$ cat config.mk
export PLATFORM = sky130hd
export DESIGN_NAME = stack_ctrl_flat
export DESIGN_NICKNAME = d
export VERILOG_FILES = /design/src/rtl/stack_ctrl_if.sv /design/src/rtl/stack_ctrl.sv /design/src/flat_wrapper.sv
export SDC_FILE = /design/constraint.sdc
export NUM_CORES = 1
export LEC_CHECK = 0
export ABC_AREA = 1
export CAP_MARGIN = 20
export CORE_UTILIZATION = 49
export DETAILED_ROUTE_END_ITERATION = 16
export GPL_TIMING_DRIVEN = 0
export PLACE_DENSITY = 0.87
export RECOVER_POWER = 50
export SLEW_MARGIN = 20
export SYNTH_ARGS = -nofsm -noshare
export SYNTH_HDL_FRONTEND = slang
export SYNTH_SLANG_ARGS = --single-unit
export TNS_END_PERCENT = 30
$ cat constraint.sdc
create_clock -name clock -period 2.3 [get_ports clock]
set_clock_uncertainty 0.15 [all_clocks]
set_input_delay 0.345 -clock clock [delete_from_list [all_inputs] [get_ports clock]]
set_output_delay 0.345 -clock clock [all_outputs]
set_load 0.005 [all_outputs]
$ cat src/rtl/stack_ctrl_if.sv
// Bundle of request/response, SPR strobe and data-memory signals around stack_ctrl.
// Latency: none; plain wiring bundle with no state.
// Backpressure: req_ready gates requests, and mem_ready stretches memory cycles.
interface stack_ctrl_if #(
  parameter int WIDTH = 16
);
  // Control unit request and response
  logic             req_valid;
  logic [1:0]       req_op;
  logic [WIDTH-1:0] req_data;
  logic             req_ready;
  logic             resp_valid;
  logic [WIDTH-1:0] resp_data;
  logic             resp_error;

  // Stack pointer register side
  logic [WIDTH-1:0] sp_value;
  logic             sp_inc;
  logic             sp_dec;
  logic             sp_write;
  logic [WIDTH-1:0] sp_write_data;

  // Data memory port
  logic [WIDTH-1:0] mem_addr;
  logic [WIDTH-1:0] mem_wdata;
  logic             mem_we;
  logic             mem_re;
  logic             mem_ready;
  logic [WIDTH-1:0] mem_rdata;

  // master: the sequencer itself
  modport master (
    input  req_valid, req_op, req_data, sp_value, mem_ready, mem_rdata,
    output req_ready, resp_valid, resp_data, resp_error,
           sp_inc, sp_dec, sp_write, sp_write_data,
           mem_addr, mem_wdata, mem_we, mem_re
  );

  // slave: control unit, SPR and memory seen together from outside
  modport slave (
    output req_valid, req_op, req_data, sp_value, mem_ready, mem_rdata,
    input  req_ready, resp_valid, resp_data, resp_error,
           sp_inc, sp_dec, sp_write, sp_write_data,
           mem_addr, mem_wdata, mem_we, mem_re
  );
endinterface

$ cat src/rtl/stack_ctrl.sv
// Stack sequencer: turns PUSH/POP/LOAD requests into SPR strobes and data-memory cycles.
// Latency: error T+1, LOAD T+2, PUSH/POP T+3 plus one cycle per memory wait cycle.
// Backpressure: accepts only in IDLE (req_ready), and memory requests are held until mem_ready.
module stack_ctrl #(
  parameter int               WIDTH       = 16,
  parameter logic [WIDTH-1:0] STACK_TOP   = 16'hFFFF,
  parameter logic [WIDTH-1:0] STACK_LIMIT = 16'hFF00
) (
  input  logic          clock,
  input  logic          reset,
  stack_ctrl_if.master  bus
);

  localparam logic [1:0] OP_PUSH = 2'b00;
  localparam logic [1:0] OP_POP  = 2'b01;
  localparam logic [1:0] OP_LOAD = 2'b10;

  typedef enum logic [1:0] {IDLE, MEM, UPDATE, RESP} state_t;

  state_t           state;
  logic [1:0]       op_q;
  logic [WIDTH-1:0] data_q;

  logic             req_ready_q;
  logic             resp_valid_q;
  logic             resp_error_q;
  logic [WIDTH-1:0] resp_data_q;
  logic             sp_inc_q;
  logic             sp_dec_q;
  logic             sp_write_q;
  logic [WIDTH-1:0] sp_write_data_q;
  logic [WIDTH-1:0] mem_addr_q;
  logic [WIDTH-1:0] mem_wdata_q;
  logic             mem_we_q;
  logic             mem_re_q;

  logic             req_bad;

  // Refuse overflow, underflow and the reserved opcode before any memory or SP side effect
  always_comb begin
    req_bad = 1'b0;
    if (bus.req_op == OP_PUSH && bus.sp_value == STACK_LIMIT) req_bad = 1'b1;
    if (bus.req_op == OP_POP  && bus.sp_value == STACK_TOP)   req_bad = 1'b1;
    if (bus.req_op == 2'b11)                                  req_bad = 1'b1;
  end

  // Sequencer FSM; every output is a register updated here
  always_ff @(posedge clock) begin
    if (reset) begin
      state           <= IDLE;
      op_q            <= OP_PUSH;
      data_q          <= '0;
      req_ready_q     <= 1'b1;
      resp_valid_q    <= 1'b0;
      resp_error_q    <= 1'b0;
      resp_data_q     <= '0;
      sp_inc_q        <= 1'b0;
      sp_dec_q        <= 1'b0;
      sp_write_q      <= 1'b0;
      sp_write_data_q <= '0;
      mem_addr_q      <= '0;
      mem_wdata_q     <= '0;
      mem_we_q        <= 1'b0;
      mem_re_q        <= 1'b0;
    end else begin
      case (state)
        IDLE: begin
          if (bus.req_valid) begin
            op_q        <= bus.req_op;
            data_q      <= bus.req_data;
            req_ready_q <= 1'b0;
            if (req_bad) begin
              resp_valid_q <= 1'b1;
              resp_error_q <= 1'b1;
              resp_data_q  <= bus.sp_value;
              state        <= RESP;
            end else if (bus.req_op == OP_LOAD) begin
              sp_write_q      <= 1'b1;
              sp_write_data_q <= bus.req_data;
              state           <= UPDATE;
            end else if (bus.req_op == OP_PUSH) begin
              // Full-descending: the new word lands just below the current top
              mem_we_q    <= 1'b1;
              mem_addr_q  <= bus.sp_value - WIDTH'(1);
              mem_wdata_q <= bus.req_data;
              state       <= MEM;
            end else begin
              mem_re_q   <= 1'b1;
              mem_addr_q <= bus.sp_value;
              state      <= MEM;
            end
          end
        end
        MEM: begin
          if (bus.mem_ready) begin
            mem_we_q <= 1'b0;
            mem_re_q <= 1'b0;
            if (op_q == OP_POP) resp_data_q <= bus.mem_rdata;
            sp_dec_q <= (op_q == OP_PUSH);
            sp_inc_q <= (op_q == OP_POP);
            state    <= UPDATE;
          end
        end
        UPDATE: begin
          sp_inc_q     <= 1'b0;
          sp_dec_q     <= 1'b0;
          sp_write_q   <= 1'b0;
          resp_valid_q <= 1'b1;
          resp_error_q <= 1'b0;
          if (op_q == OP_LOAD) resp_data_q <= data_q;
          state        <= RESP;
        end
        RESP: begin
          resp_valid_q <= 1'b0;
          resp_error_q <= 1'b0;
          req_ready_q  <= 1'b1;
          state        <= IDLE;
        end
        default: begin
          req_ready_q <= 1'b1;
          state       <= IDLE;
        end
      endcase
    end
  end

  assign bus.req_ready     = req_ready_q;
  assign bus.resp_valid    = resp_valid_q;
  assign bus.resp_error    = resp_error_q;
  assign bus.resp_data     = resp_data_q;
  assign bus.sp_inc        = sp_inc_q;
  assign bus.sp_dec        = sp_dec_q;
  assign bus.sp_write      = sp_write_q;
  assign bus.sp_write_data = sp_write_data_q;
  assign bus.mem_addr      = mem_addr_q;
  assign bus.mem_wdata     = mem_wdata_q;
  assign bus.mem_we        = mem_we_q;
  assign bus.mem_re        = mem_re_q;

endmodule

$ cat src/flat_wrapper.sv
// flat-port wrapper written by rule: the top's interface ports become plain ports
module stack_ctrl_flat 
#(
  parameter int               WIDTH       = 16,
  parameter logic [WIDTH-1:0] STACK_TOP   = 16'hFFFF,
  parameter logic [WIDTH-1:0] STACK_LIMIT = 16'hFF00
)
  (clock, reset, bus_req_valid, bus_req_op, bus_req_data, bus_sp_value, bus_mem_ready, bus_mem_rdata, bus_req_ready, bus_resp_valid, bus_resp_data, bus_resp_error, bus_sp_inc, bus_sp_dec, bus_sp_write, bus_sp_write_data, bus_mem_addr, bus_mem_wdata, bus_mem_we, bus_mem_re);
  stack_ctrl_if #(.WIDTH(WIDTH)) bus_i ();
  input  logic clock;
  input  logic reset;
  input wire logic [$bits(bus_i.req_valid)-1:0] bus_req_valid;
  input wire logic [$bits(bus_i.req_op)-1:0] bus_req_op;
  input wire logic [$bits(bus_i.req_data)-1:0] bus_req_data;
  input wire logic [$bits(bus_i.sp_value)-1:0] bus_sp_value;
  input wire logic [$bits(bus_i.mem_ready)-1:0] bus_mem_ready;
  input wire logic [$bits(bus_i.mem_rdata)-1:0] bus_mem_rdata;
  output wire logic [$bits(bus_i.req_ready)-1:0] bus_req_ready;
  output wire logic [$bits(bus_i.resp_valid)-1:0] bus_resp_valid;
  output wire logic [$bits(bus_i.resp_data)-1:0] bus_resp_data;
  output wire logic [$bits(bus_i.resp_error)-1:0] bus_resp_error;
  output wire logic [$bits(bus_i.sp_inc)-1:0] bus_sp_inc;
  output wire logic [$bits(bus_i.sp_dec)-1:0] bus_sp_dec;
  output wire logic [$bits(bus_i.sp_write)-1:0] bus_sp_write;
  output wire logic [$bits(bus_i.sp_write_data)-1:0] bus_sp_write_data;
  output wire logic [$bits(bus_i.mem_addr)-1:0] bus_mem_addr;
  output wire logic [$bits(bus_i.mem_wdata)-1:0] bus_mem_wdata;
  output wire logic [$bits(bus_i.mem_we)-1:0] bus_mem_we;
  output wire logic [$bits(bus_i.mem_re)-1:0] bus_mem_re;
  assign bus_i.req_valid = bus_req_valid;
  assign bus_i.req_op = bus_req_op;
  assign bus_i.req_data = bus_req_data;
  assign bus_i.sp_value = bus_sp_value;
  assign bus_i.mem_ready = bus_mem_ready;
  assign bus_i.mem_rdata = bus_mem_rdata;
  assign bus_req_ready = bus_i.req_ready;
  assign bus_resp_valid = bus_i.resp_valid;
  assign bus_resp_data = bus_i.resp_data;
  assign bus_resp_error = bus_i.resp_error;
  assign bus_sp_inc = bus_i.sp_inc;
  assign bus_sp_dec = bus_i.sp_dec;
  assign bus_sp_write = bus_i.sp_write;
  assign bus_sp_write_data = bus_i.sp_write_data;
  assign bus_mem_addr = bus_i.mem_addr;
  assign bus_mem_wdata = bus_i.mem_wdata;
  assign bus_mem_we = bus_i.mem_we;
  assign bus_mem_re = bus_i.mem_re;
  stack_ctrl #(.WIDTH(WIDTH), .STACK_TOP(STACK_TOP), .STACK_LIMIT(STACK_LIMIT)) u_core (.clock(clock), .reset(reset), .bus(bus_i));
endmodule
# [After elaboration in Yosys (flattened, before gate mapping)]
# Index checks and enable logic that the tools add are counted.
[op_classes] n_reduce_logical=26 n_eq_ne=20 addsub=1 mux=40 bitwise=2
[ops] cell="16-bit 2-to-1 mux" n=6
[ops] cell="16-bit one-hot mux with 3 select lines" n=1
[ops] cell="16-bit == test (second input constant)" n=2
[ops] cell="1-bit 2-to-1 mux" n=20
[ops] cell="6-bit AND reduction" n=3
[ops] cell="16-bit by 1-bit subtractor with 16-bit output (second input constant)" n=1
[ops] cell="1-bit one-hot mux with 2 select lines" n=7
[ops] cell="4-bit AND reduction" n=3
[ops] cell="2-bit == test (second input constant)" n=5
[ops] cell="2-bit by 1-bit inequality test with 1-bit output (second input constant)" n=5
[ops] cell="2-bit inequality test (second input constant)" n=5
[ops] cell="2-bit nonzero test" n=5
[ops] cell="2-bit 2-to-1 mux" n=4
[ops] cell="2-bit one-hot mux with 4 select lines" n=1
[ops] cell="2-bit AND reduction" n=4
[ops] cell="2-bit by 1-bit == test with 1-bit output (second input constant)" n=3
[ops] cell="2-bit logical NOT" n=3
[ops] cell="3-bit AND reduction" n=2
[ops] cell="3-bit nonzero test" n=2
[ops] cell="5-bit AND reduction" n=1
[ops] cell="1-bit one-hot mux with 3 select lines" n=1
[ops] cell="1-bit logical AND" n=2
[ops] cell="1-bit inverter" n=2
[ops] cell="2-bit OR reduction" n=1
[totals] word_cells=104 input_bits=54 out_inout_bits=72 ff_bits=92

# [Longest topological paths before layout]
# Gate-level depths: netlist of run 1.
[depth] ltp_word=8 ltp_mapped=11 depth_no_buf=11

# [Worst setup path before layout of run 1]
# OpenSTA, ideal clock, no wires.
[synth_path] kind="reg2reg" startpoint="register u_core.state[0]" endpoint="register u_core.resp_data_q[10], in the netlist u_core.bus.resp_data[10]" synth_period_minus_slack_ns=1.910 n_path_buf=2 required_ns=2.037 arrival_time_ns=1.647 setup_time_ns=0.113 setup_slack_ns=0.390 path_stages_with_launch=11 path_cell_list="dfxtp_1 inv_1 ha_1 buf_2 inv_1 a21oi_1 nor3_1 nand3_2 buf_2 nor2_1 nor2_1"
[synth_between] elab_chain_cells=3 word_cells_on_any_way=11 classes_between="7 x eq/ne; 1 x mux; 3 x reduce/logical"
[synth_rtl] item="start: declaration" line="stack_ctrl.sv:20" rtl="state_t state;"
[synth_rtl] item="start signal: assignment" line="stack_ctrl.sv:50" rtl="state <= IDLE;"
[synth_rtl] item="start signal: assignment" line="stack_ctrl.sv:76" rtl="state <= RESP;"
[synth_rtl] item="start signal: assignment" line="stack_ctrl.sv:80" rtl="state <= UPDATE;"
[synth_rtl] item="2-bit == test, or another cell as far along" line="stack_ctrl.sv:66" rtl="case (state)"
[synth_rtl] item="2-bit by 1-bit inequality test with 1-bit output (no line), or another cell as far along"
[synth_rtl] item="6-bit AND reduction (no line)"
[synth_rtl] item="end signal: assignment" line="stack_ctrl.sv:75" rtl="resp_data_q <= bus.sp_value;"
[synth_rtl] item="end signal: assignment" line="stack_ctrl.sv:98" rtl="if (op_q == OP_POP) resp_data_q <= bus.mem_rdata;"
[synth_rtl] item="end signal: assignment" line="stack_ctrl.sv:110" rtl="if (op_q == OP_LOAD) resp_data_q <= data_q;"
[synth_rtl] item="end: declaration" line="stack_ctrl.sv:27" rtl="logic [WIDTH-1:0] resp_data_q;"
# Several ways; a longest one is shown, not always the timed one.
# A chain may end at the register's enable or synchronous reset.

# [Worst setup path in the final report of run 1]
[layout_path] startpoint="input port bus_sp_value[1]" endpoint="register u_core.resp_data_q[8], in the netlist u_core.bus.resp_data[8]"
[layout_between] elab_chain_cells=7 word_cells_on_any_way=9 classes_between="3 x eq/ne; 3 x mux; 3 x reduce/logical"
[layout_rtl] item="start: declaration" line="flat_wrapper.sv:15" rtl="input wire logic [$bits(bus_i.sp_value)-1:0] bus_sp_value;"
[layout_rtl] item="16-bit == test" line="stack_ctrl.sv:42" rtl="if (bus.req_op == OP_PUSH && bus.sp_value == STACK_LIMIT) req_bad = 1'b1;"
[layout_rtl] item="1-bit logical AND" line="stack_ctrl.sv:42"
[layout_rtl] item="1-bit 2-to-1 mux" line="stack_ctrl.sv:42"
[layout_rtl] item="1-bit 2-to-1 mux (*)" line="stack_ctrl.sv:43" rtl="if (bus.req_op == OP_POP && bus.sp_value == STACK_TOP) req_bad = 1'b1;"
[layout_rtl] item="1-bit 2-to-1 mux (*)" line="stack_ctrl.sv:44" rtl="if (bus.req_op == 2'b11) req_bad = 1'b1;"
[layout_rtl] item="2-bit by 1-bit inequality test with 1-bit output (no line) (*)"
[layout_rtl] item="6-bit AND reduction (no line) (*)"
# Mark *: on every way between the ends. The rest lies on a longest branch, timed or not.

==> results of run 1 <==
==> kinds of logic after synthesis <==
kind of cell,after synthesis,synth area share
AND/OR/NAND/NOR,391,0.342
buffers and inverters,117,0.109
flip-flops,92,0.393
AO/OA/AOI/OAI,91,0.108
XOR/XNOR,14,0.0262
adder cells (fa/ha/maj),8,0.0214
==> power groups by stage <==
stage / combinational, mW / sequential, mW / clock (mW)
after floorplan: 1.83 / 2.17 / 0
after global placement: 2.83 / 2.17 / 0
after detailed placement: 2.88 / 2.18 / 0
after CTS: 2.91 / 2.15 / 1.09
after global routing: 3.23 / 2.19 / 1.16
final: 2.85 / 2.14 / 1.08
==> worst max-delay path by stage <==
| stage | from | to | cells after the start |
|---|---|---|---|
| after global routing | bus_sp_value[0] | u_core.bus.mem_addr[4]$_SDFFE_PP0P_ | 11 |
| after global placement | bus_sp_value[0] | u_core.bus.mem_wdata[4]$_SDFFE_PP0P_ | 10 |
| final | bus_sp_value[1] | u_core.bus.resp_data[8]$_SDFFE_PP0P_ | 11 |
| after CTS | u_core.state[0]$_SDFFE_PP0P_ | u_core.bus.resp_data[8]$_SDFFE_PP0P_ | 10 |
| after floorplan | u_core.state[0]$_SDFFE_PP0P_ | u_core.bus.resp_data[10]$_SDFFE_PP0P_ | 10 |
| after detailed placement | bus_sp_value[0] | u_core.bus.mem_wdata[3]$_SDFFE_PP0P_ | 10 |
==> worst min-delay path: stages <==
cell	delay, ps
buf_6	110
xor2_1	70
a21oi_1	120
==> final cells by class <==
cell class              count  area (µm²)
clock buffers               9         124
inverters                  81         307
well taps                 129         161
multi-input cells         504        2340
repair buffers            122        1220
clock inverters             7        66.3
fillers                   797        2970
flip-flops and latches     92        1840
plain buffers              36         206
==> flip-flops by register name (all words and copies together), names as in the netlist <==
register	flops
u_core.bus.mem_addr	16
u_core.bus.mem_re	1
u_core.bus.mem_wdata	16
u_core.bus.mem_we	1
u_core.bus.req_ready	1
u_core.bus.resp_data	16
u_core.bus.resp_error	1
u_core.bus.resp_valid	1
u_core.bus.sp_dec	1
u_core.bus.sp_inc	1
u_core.bus.sp_write	1
u_core.bus.sp_write_data	16
u_core.data_q	16
u_core.op_q	2
u_core.state	2
==> cells in the final DEF, fill, tap and decap left out, types with 2 or more instances in the layout <==
cell type | netlist | routed
clkinvlp_4 | 0 | 2
dfxtp_1 | 92 | 91
buf_4 | 4 | 4
a21oi_2 | 5 | 5
a21oi_1 | 18 | 18
nand2_1 | 167 | 167
inv_1 | 79 | 78
buf_6 | 6 | 6
xnor2_1 | 2 | 2
nor2_4 | 2 | 2
inv_2 | 1 | 2
nor3_1 | 3 | 2
ha_1 | 8 | 8
nor2_2 | 5 | 5
clkdlybuf4s50_1 | 0 | 51
clkbuf_1 | 18 | 17
buf_2 | 8 | 8
nand3_2 | 2 | 2
clkbuf_8 | 0 | 9
inv_8 | 0 | 3
nand3b_1 | 2 | 2
nand4_1 | 3 | 3
a31oi_1 | 16 | 16
dlygate4sd3_1 | 0 | 71
nand4_4 | 1 | 2
xor2_1 | 12 | 12
o21ai_0 | 48 | 48
nand3_1 | 15 | 15
nor2_1 | 186 | 186
==> cell usage after synthesis (5+ instances only) <==
master,number
xor2_1,12
o21ai_0,48
a21oi_1,18
buf_2,8
dfxtp_1,92
buf_6,6
a31oi_1,16
nand2_1,167
clkbuf_1,18
inv_1,79
nand3_1,15
a21oi_2,5
ha_1,8
nor2_1,186
nor2_2,5
==> per-layer routing <==
| layer | routed length (µm) | global-route usage | vias up |
|---|---|---|---|
| met4 | 147 | 0.0758 | 0 |
| met3 | 1300 | 0.0871 | 16 |
| met1 | 5760 | 0.342 | 2133 |
| met5 | 0 | 0 | - |
| met2 | 6010 | 0.471 | 217 |
| li1 | - | - | 2461 |
==> what timing repair did <==
action / CTS / global route
pin swaps: 0 / 2
buffers inserted: 0 / 0
endpoints found under the setup margin: 11 / 22
gates resized for setup: 1 / 5
==> flow_summary.ini, run 1 <==
[clock_network]
cts.sink_count = 92
clk-insertion-delay-late_ps = 370
cts_max_level = 3
clk_pin_slew_ps = 100
clockBufferDepth = 2
cts-root-buf = clkbuf_8
postCtsHoldBufs = 0
cts-buffers-inserted = 9
cts_tree = done

[critical_path]
timing.critical_path.from_type = input pin
worst_path_max_delay_cell = clkdlybuf4s50_1
r2r_cells = 10
worstPathArrival_ps = 2320
r2r_setup_slack_ps = 190
cp_num_buf_inv = 3
cpLargestDelayFamily = buffers and inverters
r2r-start = u_core.state[0]$_SDFFE_PP0P_
endpoint_kind = flop
required_ps = 2430
worst_path_most_repeated_cell = nor2_1
crit_chain = clkdlybuf4s50_1 > ha_1 > nand3_1 > inv_1 > nand2_1 > nand3b_1 > nand4_2 > nand3_2 > buf_2 > nor2_1 > nor2_1
timing.rr.end = u_core.bus.resp_data[8]$_SDFFE_PP0P_
critPathKind = input pin to flop
worstPathMaxFanout = 10
critPathMaxStageDelay_ps = 640

[timing]
finalSetupViolCount = 0
slew_headroom = 0.613
fin_ws_ps = 107
rsz0062_at_grt = yes
max_freq_mhz = 456
min_period_ps = 2190
whs_ps = 153
post-route-period-util = 0.954
finalMaxSlewViolations = 0
tns_ps = 0
worst_pin_slew_ps = 581
final_hold_viol_count = 0

[min_path]
hold_path_class = input pin to flop
worstHoldStart = bus_sp_value[5]
min_path_cells = 3
hold_end = u_core.bus.mem_addr[5]$_SDFFE_PP0P_

[yosys]
synth_area_um2 = 4680
syn_inst = 713
yosys.area.top_type = dfxtp_1
syn_nets = 775
synth_seq_cells = 92
yosys_warnings = 0
syn_avg_cell_area_um2 = 6.56
ys_seq_area_frac = 0.393
synth_area_leaders = dfxtp_1, nor2_1, nand2_1
yosysTopAreaCellShare = 0.393
synth_edf_count = 0
synth_flop_cell = dfxtp_1
ys_types = 33
synth-async-reset-ratio = 0

[pwr]
switchingPower_mw = 2.52
p_clk_frac = 0.178
power_density_nw_per_um2 = 969
pwr-share-seq = 0.352
p_total_mw = 6.07
power.leakage_nw = 2.97
p_int_mw = 3.55
ir_drop_mv = 0.473
p_sw_frac = 0.415
combPwrFrac = 0.469

[finish]
drive_gt1_frac = 0.0705
antenna_cells = 0
nets = 908
syn2layout_area_growth_pct = 33.9
fin_area_um2 = 6270
final-instance-count-excl-fill = 980
final_util = 0.679

[grt]
grt_start_max_net_pins = 19
grt_pass1_wl_um = 21800
grt_overflow = 0
antenna_found_initial = 0
grt_usage = 0.279
grt_pass1_vias = 4581

[placement]
dpl.cell_count = 964
place_hpwl_um = 10100
place.port_buffers = 122
post_dp_cell_area_um2 = 6060
place_ws_ps = -257
gp_congestion = 0.947

[floorplanning]
io_pins = 126
start_util = 0.507
fp-row-count = 35
core_region_area_um2 = 9240
fp.dieH_um = 99.7
die-area_um2 = 9950
die_w_um = 99.7

[route]
drt-total-wl_um = 13200
num_vias = 4827
drc_errors = 0
postRouteAntennaNets = 0
viasPerCell = 4.93
drtPass1Iterations = 5
routedWlPerCell_um = 13.5
drtIter0Drc = 261

[outcome]
status = finished, final reports clean

[job]
maxCapViolCount = 0
(Power assumes the default switching activity.)
==> inputs of run 2 (changes only) <==
Settings changed: GPL_TIMING_DRIVEN 0 to unset.
==> run 2 against run 1 <==
Sequential share of layout area is 0.85 points lower. Hold slack improved by 150 ps. Worst setup slack improved by 110 ps. Core utilization increased by 2.0 points. Clock-buffer cell count is the same. Highest routed layer unchanged. Final cell count is 0.71% higher.
==> flow_summary.ini, run 2 (same netlist as run 1, synthesis figures left out) <==
[critical_path]
worst_path_max_delay_cell = dlygate4sd3_1
worstPathArrival_ps = 2240
cp_num_buf_inv = 3
endpoint_kind = flop
r2r-start = u_core.state[0]$_SDFFE_PP0P_
critPathKind = input pin to flop
critPathMaxStageDelay_ps = 630
r2r_setup_slack_ps = 270
worstPathMaxFanout = 30
required_ps = 2450
cpLargestDelayFamily = buffers and inverters
r2r_cells = 10
worst_path_most_repeated_cell = nand2_1
timing.rr.end = u_core.bus.resp_data[0]$_SDFFE_PP0P_
crit_chain = dlygate4sd3_1 > ha_1 > nand3_1 > inv_1 > nand2_1 > nand3b_1 > nand4_1 > nand3_2 > buf_12 > nand2_1 > nand2_1 > nor2_1
timing.critical_path.from_type = input pin

[route]
postRouteAntennaNets = 0
drc_errors = 0
viasPerCell = 4.99
num_vias = 4928
drt-total-wl_um = 13500
drtIter0Drc = 249
drtPass1Iterations = 5
routedWlPerCell_um = 13.6

[clock_network]
cts-buffers-inserted = 9
cts_setup_buffers = 0
clockBufferDepth = 2
clk-insertion-delay-late_ps = 370
cts_tree = done
cts-root-buf = clkbuf_8
cts_max_level = 3
cts.sink_count = 92
clk_pin_slew_ps = 110

[finish]
fillers = 771
drive_gt1_frac = 0.0921
antenna_cells = 0
final_cell_mix = nor2_1, nand2_1, dfxtp_1
fin_area_um2 = 6450
final-instance-count-excl-fill = 987
layout_commonest_cell = nor2_1
nets = 915
syn2layout_area_growth_pct = 37.9

[pwr]
p_total_mw = 6.14
power_density_nw_per_um2 = 951
power.leakage_nw = 3.11
ir_drop_mv = 0.520

[min_path]
hold_end = u_core.bus.resp_error$_SDFFE_PP0P_
hold_path_class = flop to flop
worstHoldStart = u_core.bus.resp_error$_SDFFE_PP0P_
min_path_cells = 2

[placement]
gp_congestion = 0.938
dpl.cell_count = 971
post_dp_cell_area_um2 = 6240
place_hpwl_um = 10000
place.port_buffers = 125

[floorplanning]
fp-row-count = 35
start_util = 0.507
die_w_um = 99.7
core_region_area_um2 = 9240
io_pins = 126
die-area_um2 = 9950
fp.dieH_um = 99.7

[timing]
min_period_ps = 2080
rsz0062_at_grt = no
worst_pin_slew_ps = 436
whs_ps = 305
slew_headroom = 0.709
post-route-period-util = 0.906
finalMaxSlewViolations = 0
finalSetupViolCount = 0
final_hold_viol_count = 0
max_freq_mhz = 480

[grt]
grt_start_max_net_pins = 85
antenna_found_initial = 0
grt_pass1_wl_um = 21700
grt_pass1_vias = 4600
grt_usage = 0.275
grt_overflow = 0

[job]
maxCapViolCount = 0

[outcome]
status = finished, final reports clean
-- run 2: changes by cell type in the layout (fill, tap and decap cells not counted), sizes merged --
| cell | before | now |
|---|---|---|
| clkbuf | 27 | 10 |
| clkdlybuf4s50 | 51 | 52 |
| dlygate4sd3 | 71 | 73 |
| buf | 18 | 39 |
| clkinvlp | 2 | 0 |
| inv | 85 | 83 |
| clkinv | 1 | 5 |
-- run 2: worst max path at each step --
stage | startpoint | to | slack (ps) | cells after the start
3_3_place_gp | bus_sp_value[0] | u_core.bus.mem_addr[12]$_SDFFE_PP0P_ | -10 | 10
3_5_place_dp | bus_sp_value[1] | u_core.bus.mem_wdata[3]$_SDFFE_PP0P_ | -50 | 12
4_1_cts | u_core.state[0]$_SDFFE_PP0P_ | u_core.bus.resp_data[0]$_SDFFE_PP0P_ | 160 | 10
6_report | bus_sp_value[1] | u_core.bus.resp_data[0]$_SDFFE_PP0P_ | 220 | 12
5_1_grt | bus_sp_value[1] | u_core.bus.resp_data[0]$_SDFFE_PP0P_ | 80 | 12
2_1_floorplan | u_core.state[0]$_SDFFE_PP0P_ | u_core.bus.resp_data[10]$_SDFFE_PP0P_ | 390 | 10
-- run 2: repair_timing --
item,4_1_cts,5_1_grt
gates resized for setup,0,1
hold buffers,0,0
endpoints found under the setup margin,0,2
-- run 2: cell type report --
| cell class | instances | area [µm²] | share of cell area |
|---|---|---|---|
| multi-input cells | 504 | 2330 | 0.360 |
| flip-flops and latches | 92 | 1840 | 0.285 |
| repair buffers | 165 | 1600 | 0.248 |
| inverters | 81 | 307 | 0.0475 |
| well taps | 129 | 161 | 0.0250 |
| clock buffers | 9 | 124 | 0.0192 |
| clock inverters | 7 | 93.8 | 0.0145 |
-- run 2: where the power goes --
| part | switching (mW) | total (mW) | internal (mW) |
|---|---|---|---|
| combinational | 1.63 | 2.86 | 1.23 |
| clock | 0.688 | 1.13 | 0.443 |
| sequential | 0.192 | 2.14 | 1.95 |
-- run 2: per-layer routing --
layer | GRT usage | vias up | routed length (µm)
li1 | - | 2473 | -
met2 | 0.461 | 166 | 6320
met3 | 0.0661 | 19 | 1020
met4 | 0.0860 | 0 | 227
met5 | 0 | - | 0
met1 | 0.349 | 2270 | 5890
-- run 2: per-stage QoR --
| step | util | worst slack (ps) | setup TNS (ps) |
|---|---|---|---|
| 6_report | 0.698 | 216 | 0 |
| 5_1_grt | 0.698 | 76.2 | 0 |
| 4_1_cts | 0.699 | 163 | 0 |
| 3_5_place_dp | 0.675 | -48.7 | -854 |
| 3_3_place_gp | 0.675 | -10.5 | -10.5 |
| 2_1_floorplan | - | 390 | 0 |
-- run 2: worst reg2reg max path: cells and delay by family (launching register included) --
family | cells | cell delay (ps)
AND/OR/NAND/NOR | 5 | 640
buffers and inverters | 3 | 450
flip-flops | 1 | 430
adder cells (fa/ha/maj) | 1 | 220
AO/OA/AOI/OAI | 1 | 80
